**config.mk**
```make
export PLATFORM = sky130hd
export DESIGN_NAME = interpol_nx
export DESIGN_NICKNAME = d
export VERILOG_FILES = /design/src/rtl/interpol_nx.sv
export SDC_FILE = /design/constraint.sdc
export NUM_CORES = 1
export LEC_CHECK = 0
export CORE_UTILIZATION = 25
export DETAILED_ROUTE_END_ITERATION = 10
export HOLD_SLACK_MARGIN = 0.08
export PLACE_DENSITY_LB_ADDON = 0.2
export SKIP_CTS_REPAIR_TIMING = 1
export SYNTH_ARGS = -nofsm -noshare
export SYNTH_HDL_FRONTEND = slang
export SYNTH_SLANG_ARGS = --single-unit
```
**constraint.sdc**
```tcl
create_clock -name clock -period 8.1 [get_ports clock]
set_clock_uncertainty 0.1 [all_clocks]
set_input_delay 1.62 -clock clock [delete_from_list [all_inputs] [get_ports clock]]
set_output_delay 1.62 -clock clock [all_outputs]
set_load 0.05 [all_outputs]
```
**src/rtl/interpol_nx.sv**
```systemverilog
// interpol_nx: linear / zero-order-hold interpolator, ratio R = 2**LOG2R.
// A difference accumulator is re-anchored on every input sample, so rounding
// error never carries from one input period into the next.
module interpol_nx #(
  parameter int DW    = 18,
  parameter int LOG2R = 2,
  parameter int ROUND = 0
) (
  input  logic                 clock,
  input  logic                 reset,
  input  logic                 clkenin,
  input  logic                 clkenrx,
  input  logic                 mode,
  input  logic                 clrerr,
  input  logic signed [DW-1:0] xkin,
  output logic signed [DW-1:0] ykout,
  output logic                 yvalid,
  output logic [LOG2R-1:0]     phase,
  output logic                 syncerr
);

  if (LOG2R < 1 || LOG2R > 4) begin : g_bad_log2r
    $error("interpol_nx: LOG2R must be in 1..4");
  end

  localparam int AW     = DW + LOG2R + 1;
  localparam int RND_I  = (ROUND != 0) ? (1 << (LOG2R - 1)) : 0;
  localparam logic signed [AW-1:0]  RND     = AW'(RND_I);
  localparam logic [LOG2R-1:0]      PH_LAST = '1;

  logic signed [DW-1:0] r1, r2;
  logic                 mode_r;
  logic signed [AW-1:0] accum;
  logic signed [DW:0]   diff;
  logic signed [AW-1:0] anchor;
  logic signed [AW-1:0] acc_n;
  logic signed [AW-1:0] acc_rnd;
  logic [LOG2R-1:0]     phase_n;
  logic                 tick;
  logic                 set_err;
  logic                 mode_eff;
  logic signed [DW-1:0] lin_y;
  logic signed [DW-1:0] hold_y;

  assign tick    = clkenrx;
  assign diff    = {r1[DW-1], r1} - {r2[DW-1], r2};
  assign anchor  = AW'(r1) <<< LOG2R;
  assign acc_rnd = acc_n + RND;
  assign lin_y   = DW'(acc_rnd >>> LOG2R);
  // On an input cycle the register update makes r2 equal to the old r1.
  assign hold_y  = clkenin ? r1 : r2;
  // A new mode applies from the first tick of the period it arrives with, so
  // the whole period runs in one mode.
  assign mode_eff = clkenin ? mode : mode_r;

  // Next accumulator, next phase and rate-mismatch detection.
  always_comb begin
    acc_n   = accum;
    phase_n = phase;
    set_err = 1'b0;
    if (clkenin) begin
      acc_n   = anchor;
      phase_n = '0;
      if (!tick) set_err = 1'b1;
    end else if (tick) begin
      if (phase != PH_LAST) begin
        acc_n   = accum + AW'(diff);
        phase_n = phase + 1'b1;
      end else begin
        set_err = 1'b1;
      end
    end
  end

  // Sample history, accumulator, phase, output and sticky error flag.
  always_ff @(posedge clock or negedge reset) begin
    if (!reset) begin
      r1      <= '0;
      r2      <= '0;
      mode_r  <= 1'b0;
      accum   <= '0;
      phase   <= '0;
      ykout   <= '0;
      yvalid  <= 1'b0;
      syncerr <= 1'b0;
    end else begin
      if (clkenin) begin
        r2     <= r1;
        r1     <= xkin;
        mode_r <= mode;
      end
      if (clkenin || tick) begin
        accum <= acc_n;
        phase <= phase_n;
      end
      yvalid <= tick;
      if (tick) ykout <= mode_eff ? hold_y : lin_y;
      if (clrerr)       syncerr <= 1'b0;
      else if (set_err) syncerr <= 1'b1;
    end
  end

endmodule

```
Word-level counts from Yosys, hierarchy flattened
Index checks and enable logic that the tools add are counted.
{ "classes": {"add_sub_neg": 3, "multipliers": 0, "div": 0, "magnitude_cmp": 0, "eq_ne": 1, "n_shift": 0, "n_mux": 15, "bitwise_logic": 0, "n_reduce_logical": 5} }
{ "op_table": {"columns": ["op", "count"], "rows": [
  ["21-bit 2-to-1 mux", 3],
  ["18-bit 2-to-1 mux", 2],
  ["21-bit by 19-bit adder with 21-bit output", 1],
  ["18-bit by 18-bit subtractor with 19-bit output", 1],
  ["1-bit 2-to-1 mux", 7],
  ["2-bit 2-to-1 mux", 3],
  ["2-bit nonzero test", 3],
  ["3-bit AND reduction", 1],
  ["2-bit by 1-bit adder with 2-bit output (second input constant)", 1],
  ["2-bit inequality test (second input constant)", 1],
  ["1-bit logical OR", 1]
]} }
{ "word_totals": {"regBits": 80, "latch_bits": 0, "ramBits": 0, "mem_bits_ro": 0, "inputBits": 24, "mem_count": 0} }

Logic depth before layout (Yosys ltp)
Gate-level depths: netlist of run 1.
{ "logic_depth": {"depth_word": 6, "ltp_mapped": 14, "mapped_depth_nobuf": 14} }

Worst setup path after synthesis of run 1
Ideal clock, no wire load.
{ "synth_path": {"kind": "input port to flip-flop", "start": "input clkenrx", "end": "register ykout[5]", "setup_ns": 0.119, "t_arrival_ns": 3.017, "t_required_ns": 7.881, "slack_ns": 4.864, "stages": 8, "n_path_buf": 2, "path_cell_list": "clkbuf_1 -> inv_2 -> nor2_1 -> clkbuf_1 -> mux2i_1 -> o21ai_0 -> a21o_1 -> o21a_1"} }
{ "synth_between": {"elab_chain_len": 3} }
{ "synth_lines": {"columns": ["element", "line_no", "source"], "rows": [
  ["start: declaration", "12", "input logic clkenrx,"],
  ["21-bit 2-to-1 mux", "65", "end else if (tick) begin"],
  ["21-bit 2-to-1 mux", "61", "if (clkenin) begin"],
  ["18-bit 2-to-1 mux", "97", "if (tick) ykout <= mode_eff ? hold_y : lin_y;"],
  ["end signal: assignment", "97", null],
  ["end: declaration", "16", "output logic signed [DW-1:0] ykout,"]
]} }
Several ways; a longest one is shown, not always the timed one. The select of a mux whose other input is x is not followed.
A chain may end at the register's enable or synchronous reset.

Worst setup path after layout of run 1
{ "layout_path": {"start": "input clkenrx", "end": "register ykout[13]"} }
Same word-level chain as after synthesis.

==> flow_summary.ini, run 1 <==
[timing]
unrepaired_setup_endpoints_after_global_routing = no
drv_slew = 0
slew_headroom_pct = 51.57
worst-slew-pin-transition_ps = 726.5
fin_tns_setup_ps = 0
clock.fmax_mhz = 247.5
fin_crit_ps = 4040
setup_viol_count_final = 0
endpoints_failing_hold = 0
fin_crit_sh_pct = 49.88

[final_layout]
fraction_of_layout_instances_using_a_drive_strength_above_1_pct = 6.000
layout.cells.most_common = sky130_fd_sc_hd__inv_1
diodes = 0
num-nets-final = 662
mostFrequentLayoutCells = sky130_fd_sc_hd__inv_1 (90), sky130_fd_sc_hd__dfrtp_1 (79), sky130_fd_sc_hd__nand2_1 (59)
area.growth.synth_to_final_pct = 21.00
post-route-util_pct = 30.78
filler_free_cell_count_of_the_finished_design = 865

[route]
detail_route.drc_violations = 0
viasPerCell = 4.595
wire_per_inst_um = 15.43
violation_count_after_the_first_detailed_routing_iteration = 157
routed-via-count = 3975
drt.antenna.violating_nets = 0
wl_um = 13350
router_iterations_before_antenna_repair = 4

[clocking]
path_clk_slew_ps = 60
clock_insertion_delay_worst_skew_ps = 350
cts_tree = yes
cts.root.buffer_cell = sky130_fd_sc_hd__clkbuf_16
cts.path.max_buffers = 2
tritoncts_num_sinks = 79
cts_max_level = 3
cts_buffers = 9

[setup_path]
critPathCaptureType = flip-flop
crit_required_ps = 8260
timing.setup.critical_path_class = input port to flip-flop
worstSetupStartpointType = input port
cp_data_arrival_time_ps = 4200
critical_path.max_fanout = 29

[pwr]
p_leak_nw = 2.818
p_per_cell_area_mw_per_mm2 = 361.1
vdd_ir_drop_max_uv = 116.8

[floorplan]
starting_density_of_the_core_pct = 25.44
die_height_um = 142.7
fp.dieArea_mm2 = 0.02037
die_w_um = 142.7
std_cell_rows = 51
ioPinCount = 46
core_area_mm2 = 0.01946

[grt]
overflow = 0
first_pass_grt_wire_length_um = 21810
largest_net_degree_at_the_start_of_global_routing = 73
via_count_of_the_first_global_routing_pass = 4036
antenna_found_initial = 0
grt_usage_pct = 14.19

[synthesis]
postSynthRegisterBits = 79
netlist.area_leader.share_pct = 39.93
cell_area_after_technology_mapping_mm2 = 0.004951
postSynthCellCount = 558
yosysWarnings = 0
edff_count_synth = 0
synth.yosys.seq_area_share_pct = 39.93
ys_types = 49
synth.top_cells.by_area = sky130_fd_sc_hd__dfrtp_1 (40%), sky130_fd_sc_hd__fa_1 (7.7%), sky130_fd_sc_hd__inv_1 (6.8%)
ys.flop_type = sky130_fd_sc_hd__dfrtp_1
mappedNetlistNets = 623
yosysTopAreaCell = sky130_fd_sc_hd__dfrtp_1
asyncSetResetFlopFracSynth_pct = 100.0
syn_avg_cell_area_um2 = 8.873

[placement]
final_weighted_congestion_in_routability_driven_placement = 0.8580
place.detailed.instances = 851
port-buffer-count = 45
dp.final_hpwl_um = 9560

[job]
max_cap_violations = 0

[hold_path]
min-delay-path-class = flip-flop to flip-flop

[outcome]
outcome = completed
[final cells by class]
type / count / area, um^2
clock buffer: 10 / 229.0
timing repair buffer: 51 / 490.5
inverter: 92 / 345.3
multi-input combinational: 364 / 2545
fill: 2052 / 13470
clock inverter: 4 / 72.57
tap: 265 / 331.6
sequential: 79 / 1977
[critical path, stage by stage]
cell and delay (ps):
sky130_fd_sc_hd__clkdlybuf4s50_1 450, sky130_fd_sc_hd__buf_4 340, sky130_fd_sc_hd__inv_2 260, sky130_fd_sc_hd__nor2_1 500
sky130_fd_sc_hd__buf_4 340, sky130_fd_sc_hd__nand3_1 100, sky130_fd_sc_hd__a211oi_1 270, sky130_fd_sc_hd__a211oi_1 110
sky130_fd_sc_hd__o31ai_1 190
[where the power goes]
group          total, W  leakage [nW]  internal [W]  switching, W
Clock          0.000428         0.144      0.000266      0.000162
Combinational   0.00120          1.71      0.000478      0.000726
Sequential     0.000532         0.960      0.000478     0.0000535
Total           0.00216          2.82       0.00122      0.000941
[final timing paths]
path                                             from               endpoint  slack, ps  cells past startpoint
worst max-delay path                          clkenrx  ykout[13]$_DFFE_PN0P_       4060                      9
worst min-delay path            ykout[10]$_DFFE_PN0P_  ykout[10]$_DFFE_PN0P_        400                      2
worst max register to register      r1[1]$_DFFE_PN0P_  ykout[14]$_DFFE_PN0P_       4320                     11
worst min register to register  ykout[10]$_DFFE_PN0P_  ykout[10]$_DFFE_PN0P_        400                      2
max in group asynchronous                       reset   accum[6]$_DFFE_PN0P_       5770                      2
min in group asynchronous                       reset       r2[17]$_DFF_PN0_       1130                      1
[metal layers]
metal	up-vias	routed length (um)	GRT usage, %
met5	-	0	0
met3	15	324	2.180
met1	1957	6602	18.86
li1	1954	-	-
met4	0	250	6.678
met2	49	6168	22.60
[per-stage QoR]
step / area, um^2 / hold slack (ps) / setup slack, ps / power, W
floorplan: 4951 / 368.3 / 4864 / 0.001426
global placement: 5689 / 382.5 / 3735 / 0.001731
detailed placement: 5689 / 385.1 / 3689 / 0.001741
CTS: 5991 / 399.4 / 4046 / 0.002183
global route: 5991 / 424.1 / 3773 / 0.002347
finish: 5991 / 399.4 / 4060 / 0.002163
[state kept, by name (all words and copies together) (netlist names)]
register and flops:
accum 20, mode_r 1, r2 18, yvalid 1, phase 2, r1 18, ykout 18, syncerr 1
[synth_stat cells (all sizes together), types with 6 or more instances]
cell type and n:
a31oi 6, mux2 9, a21o 14, nand2 59, dfrtp 79, mux2i 10
xnor2 7, o21ai 53, clkbuf 19, ha 22, nand2b 8, a21oi 33
nor2 35, nor3 12, inv 91, fa 19, a211oi 9, nand3 6
[kinds of logic (layout without fill, tap and decap cells)]
kind of cell	count (synthesis)	after routing	synth area share, %
xor+xnor	11	11	1.946
buf+inv	115	157	8.744
flops	79	79	39.93
mux	19	19	4.069
compound gates	151	151	19.03
simple gates	142	142	13.04
fa+ha+maj	41	41	13.24
Power figures use the tool's default switching activity.
==> run 2: changes to the inputs <==
- clock period: 8.1 -> 4.1 ns (I/O delays scaled with it)
==> run 2 against run 1 <==
Net effect: register-to-register slack got worse by 3800 ps; via count is 0.38% lower; combinational power grew 98%; final cell count increased by 0.46%; count of clock-buffer cells in the layout fell by 1; utilization increased by 0.31 points; setup slack worse by 3500 ps; critical path type is now flip-flop to flip-flop.
==> flow_summary.ini, run 2 (same netlist as run 1, synthesis figures left out) <==
[setup_path]
critical_path.max_fanout = 4
crit_required_ps = 4260
crit_path_cell_trace = inv_1 -> fa_1 -> fa_1 -> nand2b_1 -> a21oi_1 -> or4_1 -> a21oi_1 -> or4_1 -> a31oi_1 -> o211ai_1 -> a41oi_1
worst_path_max_delay_cell = sky130_fd_sc_hd__or4_1
cp_data_arrival_time_ps = 3730
worstSetupStartpointType = flip-flop
critPathCaptureType = flip-flop
timing.setup.critical_path_class = flip-flop to flip-flop
timing.critical_path.slowest_cell_delay_ps = 550

[floorplan]
ioPinCount = 46
die_w_um = 142.7
starting_density_of_the_core_pct = 25.44
std_cell_rows = 51
fp.dieArea_mm2 = 0.02037
core_area_mm2 = 0.01946
die_height_um = 142.7

[route]
detail_route.drc_violations = 0
router_iterations_before_antenna_repair = 4
drt.antenna.violating_nets = 0
wire_per_inst_um = 15.24
violation_count_after_the_first_detailed_routing_iteration = 163
viasPerCell = 4.557
wl_um = 13240
routed-via-count = 3960

[outcome]
outcome = completed

[grt]
overflow = 0
first_pass_grt_wire_length_um = 22180
grt_usage_pct = 14.27
antenna_found_initial = 0
largest_net_degree_at_the_start_of_global_routing = 80
via_count_of_the_first_global_routing_pass = 4244

[final_layout]
area.growth.synth_to_final_pct = 22.21
max_reg_flops = 20
mostFrequentLayoutCells = sky130_fd_sc_hd__inv_1 (90), sky130_fd_sc_hd__dfrtp_1 (79), sky130_fd_sc_hd__nand2_1 (59)
diodes = 0
fraction_of_layout_instances_using_a_drive_strength_above_1_pct = 6.788
num-nets-final = 664
regMostFlops = accum
post-route-util_pct = 31.09
filler_free_cell_count_of_the_finished_design = 869
filler_cell_count = 2052
layout.cells.most_common = sky130_fd_sc_hd__inv_1

[pwr]
vdd_ir_drop_max_uv = 279.3
p_per_cell_area_mw_per_mm2 = 719.9
p_leak_nw = 2.841

[clocking]
cts.path.max_buffers = 2
cts_tree = yes
cts.root.buffer_cell = sky130_fd_sc_hd__clkbuf_16
cts_buffers = 9
path_clk_slew_ps = 60
clock_insertion_delay_worst_skew_ps = 350
cts_max_level = 3
tritoncts_num_sinks = 79

[timing]
endpoints_failing_hold = 0
unrepaired_setup_endpoints_after_global_routing = no
fin_crit_sh_pct = 87.07
clock.fmax_mhz = 280.1
slew_headroom_pct = 27.58
fin_crit_ps = 3570
worst-slew-pin-transition_ps = 1086
setup_viol_count_final = 0
drv_slew = 0
smallest_setup_slack_after_layout_ps = 529.9
fin_tns_setup_ps = 0

[placement]
dp.final_hpwl_um = 9309
place.detailed.instances = 853
final_weighted_congestion_in_routability_driven_placement = 0.8911
place_ws_ps = 535.5
port-buffer-count = 45

[job]
max_cap_violations = 0

[hold_path]
min-delay-path-class = flip-flop to flip-flop
run 2: cell types whose count changed in the layout (fill, tap and decap cells not counted), sizes merged:
cell,delta
bufinv,+1
clkbuf,-1
clkinvlp,+2
buf,+2
run 2: layout make-up:
cell class / count / area [um^2] / area share (%)
Multi-Input combinational cell: 364 / 2545 / 42.06
Sequential cell: 79 / 1977 / 32.67
Timing Repair Buffer: 53 / 505.5 / 8.354
Inverter: 92 / 345.3 / 5.707
Tap cell: 265 / 331.6 / 5.480
Clock buffer: 9 / 225.2 / 3.722
Clock inverter: 7 / 121.4 / 2.006
run 2: final timing paths:
check	from	depth (start not counted)	end	slack [ps]
min reg2reg	ykout[5]$_DFFE_PN0P_	1	ykout[5]$_DFFE_PN0P_	390
min in group asynchronous	reset	1	r1[16]$_DFFE_PN0P_	530
max in group asynchronous	reset	1	accum[12]$_DFFE_PN0P_	2620
max	r1[1]$_DFFE_PN0P_	11	ykout[14]$_DFFE_PN0P_	530
max reg2reg	r1[1]$_DFFE_PN0P_	11	ykout[14]$_DFFE_PN0P_	530
min	ykout[5]$_DFFE_PN0P_	1	ykout[5]$_DFFE_PN0P_	390
run 2: routing by layer:
layer	share of wire [%]	global-route usage (%)	routed length, um
met1	49	18.86	6466
met2	47	23.17	6202
met3	2.6	2.515	342
met4	1.7	5.433	231
met5	0	0	0
run 2: stage by stage:
stage	hold WS, ps	total power (W)	area, um^2
3_3_place_gp	366.0	0.003403	5704
6_report	385.1	0.004356	6051
5_1_grt	420.4	0.004728	6051
3_5_place_dp	374.4	0.003420	5704
4_1_cts	390.1	0.004395	6051
2_1_floorplan	368.3	0.002817	4951
run 2: worst max-delay path, delay by kind of cell (launching register included):
family / cells / cell delay (ps)
adders and majority gates: 2 / 970
buffers and inverters: 1 / 70
DFF: 1 / 350
AOI/OAI and AO/OA: 5 / 1050
and+or+nand+nor: 3 / 940
run 2: where the power goes:
part / internal [W] / switching [W] / leakage [nW]
clock: 0.000596 / 0.000345 / 0.158
sequential: 0.000945 / 0.000100 / 0.960
combinational: 0.000947 / 0.00142 / 1.72
total: 0.00249 / 0.00187 / 2.84
==> run 3: changes to the inputs <==
- GPL_ROUTABILITY_DRIVEN: not set -> 0
- GPL_TIMING_DRIVEN: not set -> 1
==> results of run 3 <==
The final DEF is identical to that of run 2; final timing and power are the same.
==> RTL edit 1 (settings of run 2) <==
Set the parameter `LOG2R` to 1 (it was 2). Comments in the files are not updated.
--- a/src/rtl/interpol_nx.sv
+++ b/src/rtl/interpol_nx.sv
@@ -3,7 +3,7 @@
 // error never carries from one input period into the next.
 module interpol_nx #(
   parameter int DW    = 18,
-  parameter int LOG2R = 2,
+  parameter int LOG2R = 1,
   parameter int ROUND = 0
 ) (
   input  logic                 clock,
Ports: changed (resized phase); port bits go from 46 to 45. No check against the original RTL was run, so the function may have changed too.
==> RTL edit 1 against run 2 <==
  * Sequential cell count fell by 2
  * Area after synthesis decreased by 4.3%
  * Final area decreased by 5.8%
  * Clock power decreased by 22%
  * Wire length is 9.7% lower
  * Setup slack better by 170 ps
  * Total power down 15%
  * Critical path type unchanged
  * Largest power group unchanged
==> RTL edit 1: results (changes against run 2) <==
GRT
The wire length of the first global-routing pass is 20,100 um (was 22,200 um). The fraction of met1 tracks used by global routing is 17.5% (was 18.9%). The combined global-route utilization of all metal layers is 13.2% (was 14.3%).

Setup path
The delay of the slowest cell on the worst path came to 530 ps (was 550 ps). The largest fanout on the critical path is 3 (was 4). The slowest cell on the critical path was fa_1 (was or4_1).

Finish
The ratio of cells with drive above 1 in the final layout is 8.39% (was 6.79%). The layout buffering overhead excluding clock cells came to 8.83% (was 8.35%). The post-layout net count came to 631 (was 664). The share of the final layout cell area in multi-input gates is 42.1% (about the same). The inverter count is 84 (was 92).

STA
The actual slew at the worst max-slew pin is 1030 ps (was 1090 ps).

Place
The final estimated routing congestion in global placement is 0.859 (was 0.891). The port buffer count is 44 (was 45). The worst-case setup slack after placement is 699 ps (was 536 ps).

The half-perimeter wire length of the detailed placement result was 8420 um (was 9310 um).

Drt
The mean number of vias per cell is 4.70 (was 4.56). The met3 layer wire length in the routed design is 358 um (was 342 um). The initial detailed-routing violation count came to 240 (was 163). The routed length on met2 is 5580 um (was 6200 um).

Yosys
Dominant cells by area after synthesis: dfrtp_1, fa_1, inv_1 (unchanged). The mux cell area share after synthesis was 3.96% (was 4.07%). The post-synthesis compound-gate area fraction is 19.0% (about the same). The fraction of the yosys area taken by sequential cells came to 40.7% (was 39.9%). The unique cell type count in the Yosys netlist was 53 (was 49). Commonest cells in the netlist: inv_1, dfrtp_1, nand2_1 (unchanged).

Outcome
Status: complete, no violations (unchanged).

Power and ir drop
The cell leakage power is 2.62 nW (was 2.84 nW). The combinational logic power came to 1.99 mW (was 2.37 mW). The part of the power in registers is 26.6% (was 24.0%). The worst supply voltage drop on vdd is 0.268 mV (was 0.279 mV).
-- RTL edit 1: per-stage QoR --
| step | total power, mW | cells | utilization (%) | hold WS, ps | instance area, um^2 |
|---|---|---|---|---|---|
| 2_1_floorplan | 2.52 | 530 | - | 373 | 4740 |
| 3_3_place_gp | 3.00 | 787 | 29.7 | 379 | 5430 |
| 3_5_place_dp | 3.00 | 787 | 29.7 | 375 | 5430 |
| 4_1_cts | 3.77 | 801 | 31.2 | 389 | 5700 |
| 5_1_grt | 4.04 | 801 | 31.2 | 414 | 5700 |
| 6_report | 3.72 | 801 | 31.2 | 392 | 5700 |
-- RTL edit 1: path summary, 6_finish.rpt --
kind	startpoint	to	slack [ps]	cells after the start
max	r1[1]	ykout[17]	700	11
min	ykout[4]	ykout[4]	390	2
max reg2reg	r1[1]	ykout[17]	700	11
min reg2reg	ykout[4]	ykout[4]	390	2
max in group asynchronous	reset	r1[1]	2660	1
min in group asynchronous	reset	r1[4]	540	1
==> RTL edit 2 (flow settings as in run 2) <==
Without the edit above. The output `yvalid` loses its register stage (`yvalid` becomes a continuous assignment).
--- a/src/rtl/interpol_nx.sv
+++ b/src/rtl/interpol_nx.sv
@@ -81,7 +81,6 @@
       accum   <= '0;
       phase   <= '0;
       ykout   <= '0;
-      yvalid  <= 1'b0;
       syncerr <= 1'b0;
     end else begin
       if (clkenin) begin
@@ -93,12 +92,13 @@
         accum <= acc_n;
         phase <= phase_n;
       end
-      yvalid <= tick;
       if (tick) ykout <= mode_eff ? hold_y : lin_y;
       if (clrerr)       syncerr <= 1'b0;
       else if (set_err) syncerr <= 1'b1;
     end
   end
 
+  assign yvalid = tick;
+
 endmodule
 
Formal check against the unedited RTL: not equivalent (Yosys sat finds a counterexample within 4 cycles, from zero or initial values and one cycle with reset low).
==> RTL edit 2 against run 2 <==
  * Final area decreased by 0.45%
  * Count of clock-buffer cells in the layout increased by 1
  * Setup slack got worse by 6.7 ps
  * Worst hold slack got worse by 2.7 ps
  * Wire length decreased by 2.3%
  * Area after synthesis decreased by 0.35%
  * Total power decreased by 0.38%
  * Synthesized cell count unchanged
  * Sequential cell count decreased by 1
  * Fmax decreased by 0.19%
  * Critical path type unchanged
  * Largest power group unchanged
==> RTL edit 2: results (changes against run 2) <==
Setup path
The arrival time reported for the critical path endpoint is 3740 ps (was 3730 ps).

Place
The final estimated routing congestion in global placement is 0.790 (was 0.891). The half-perimeter wire length of the detailed placement result is 9330 um (was 9310 um). The placed cell area is 5680 um^2 (was 5700 um^2). The worst-case setup slack after placement is 557 ps (was 536 ps).

Yosys
The fraction of the yosys area taken by sequential cells was 39.6% (was 39.9%). The unique cell type count in the Yosys netlist came to 50 (was 49). Dominant cells by area after synthesis: dfrtp_1, fa_1, inv_1 (unchanged). Commonest cells in the netlist: inv_1, dfrtp_1, nand2_1 (unchanged).

Power and ir drop
The cell leakage power is 2.84 nW (about the same). The total internal power is 2.47 mW (was 2.49 mW). The part of the power in registers is 23.8% (was 24.0%).

STA
The worst hold slack came to 382 ps (was 385 ps). The actual slew at the worst max-slew pin came to 877 ps (was 1090 ps).

GRT
The combined global-route utilization of all metal layers is 13.8% (was 14.3%). The pin count of the biggest net entering global routing is 67 (was 80). The wire length of the first global-routing pass was 21,200 um (was 22,200 um).

The global routing usage on met3 is 1.95% (was 2.52%). The fraction of met1 tracks used by global routing is 19.2% (was 18.9%). The met2 layer usage reported by global route was 20.8% (was 23.2%).

The via count of the first global-routing pass is 4,031 (was 4,244).

Drt
The met3 layer wire length in the routed design is 382 um (was 342 um). The sum of routed wire length over all layers is 12,900 um (was 13,200 um). The post-route met1 wirelength is 6670 um (was 6470 um).

The initial detailed-routing violation count came to 197 (was 163). The mean number of vias per cell came to 4.59 (was 4.56). The routed length on met2 is 5550 um (was 6200 um).

Outcome
Status: complete, no violations (unchanged).

Finish
The final-layout fill cell count came to 2,078 (was 2,052).
RTL edit 2: cell types whose count changed in the layout (fill, tap and decap cells not counted), sizes merged:
cell / run 2 / this run
dfrtp: 79 / 78
clkbuf: 9 / 10
clkinvlp: 3 / 2
clkdlybuf4s50: 43 / 42
buf: 10 / 12
RTL edit 2: cell type report:
class                   instances  area [um^2]  area share (%)
clock buffers                  10          229            3.80
clock inverters                 6          110            1.83
inverters                      92          345            5.73
multi-input cells             364         2540            42.3
flip-flops and latches         78         1950            32.4
well taps                     265          332            5.50
repair buffers                 54          510            8.48
RTL edit 2: kinds of logic after synthesis:
group                    synth area share (%)
AO/OA/AOI/OAI                            19.1
AND/OR/NAND/NOR                          13.1
buffers and inverters                    8.93
flip-flops                               39.6
adder cells (fa/ha/maj)                  13.3
multiplexers                             4.08
XOR/XNOR                                 1.95
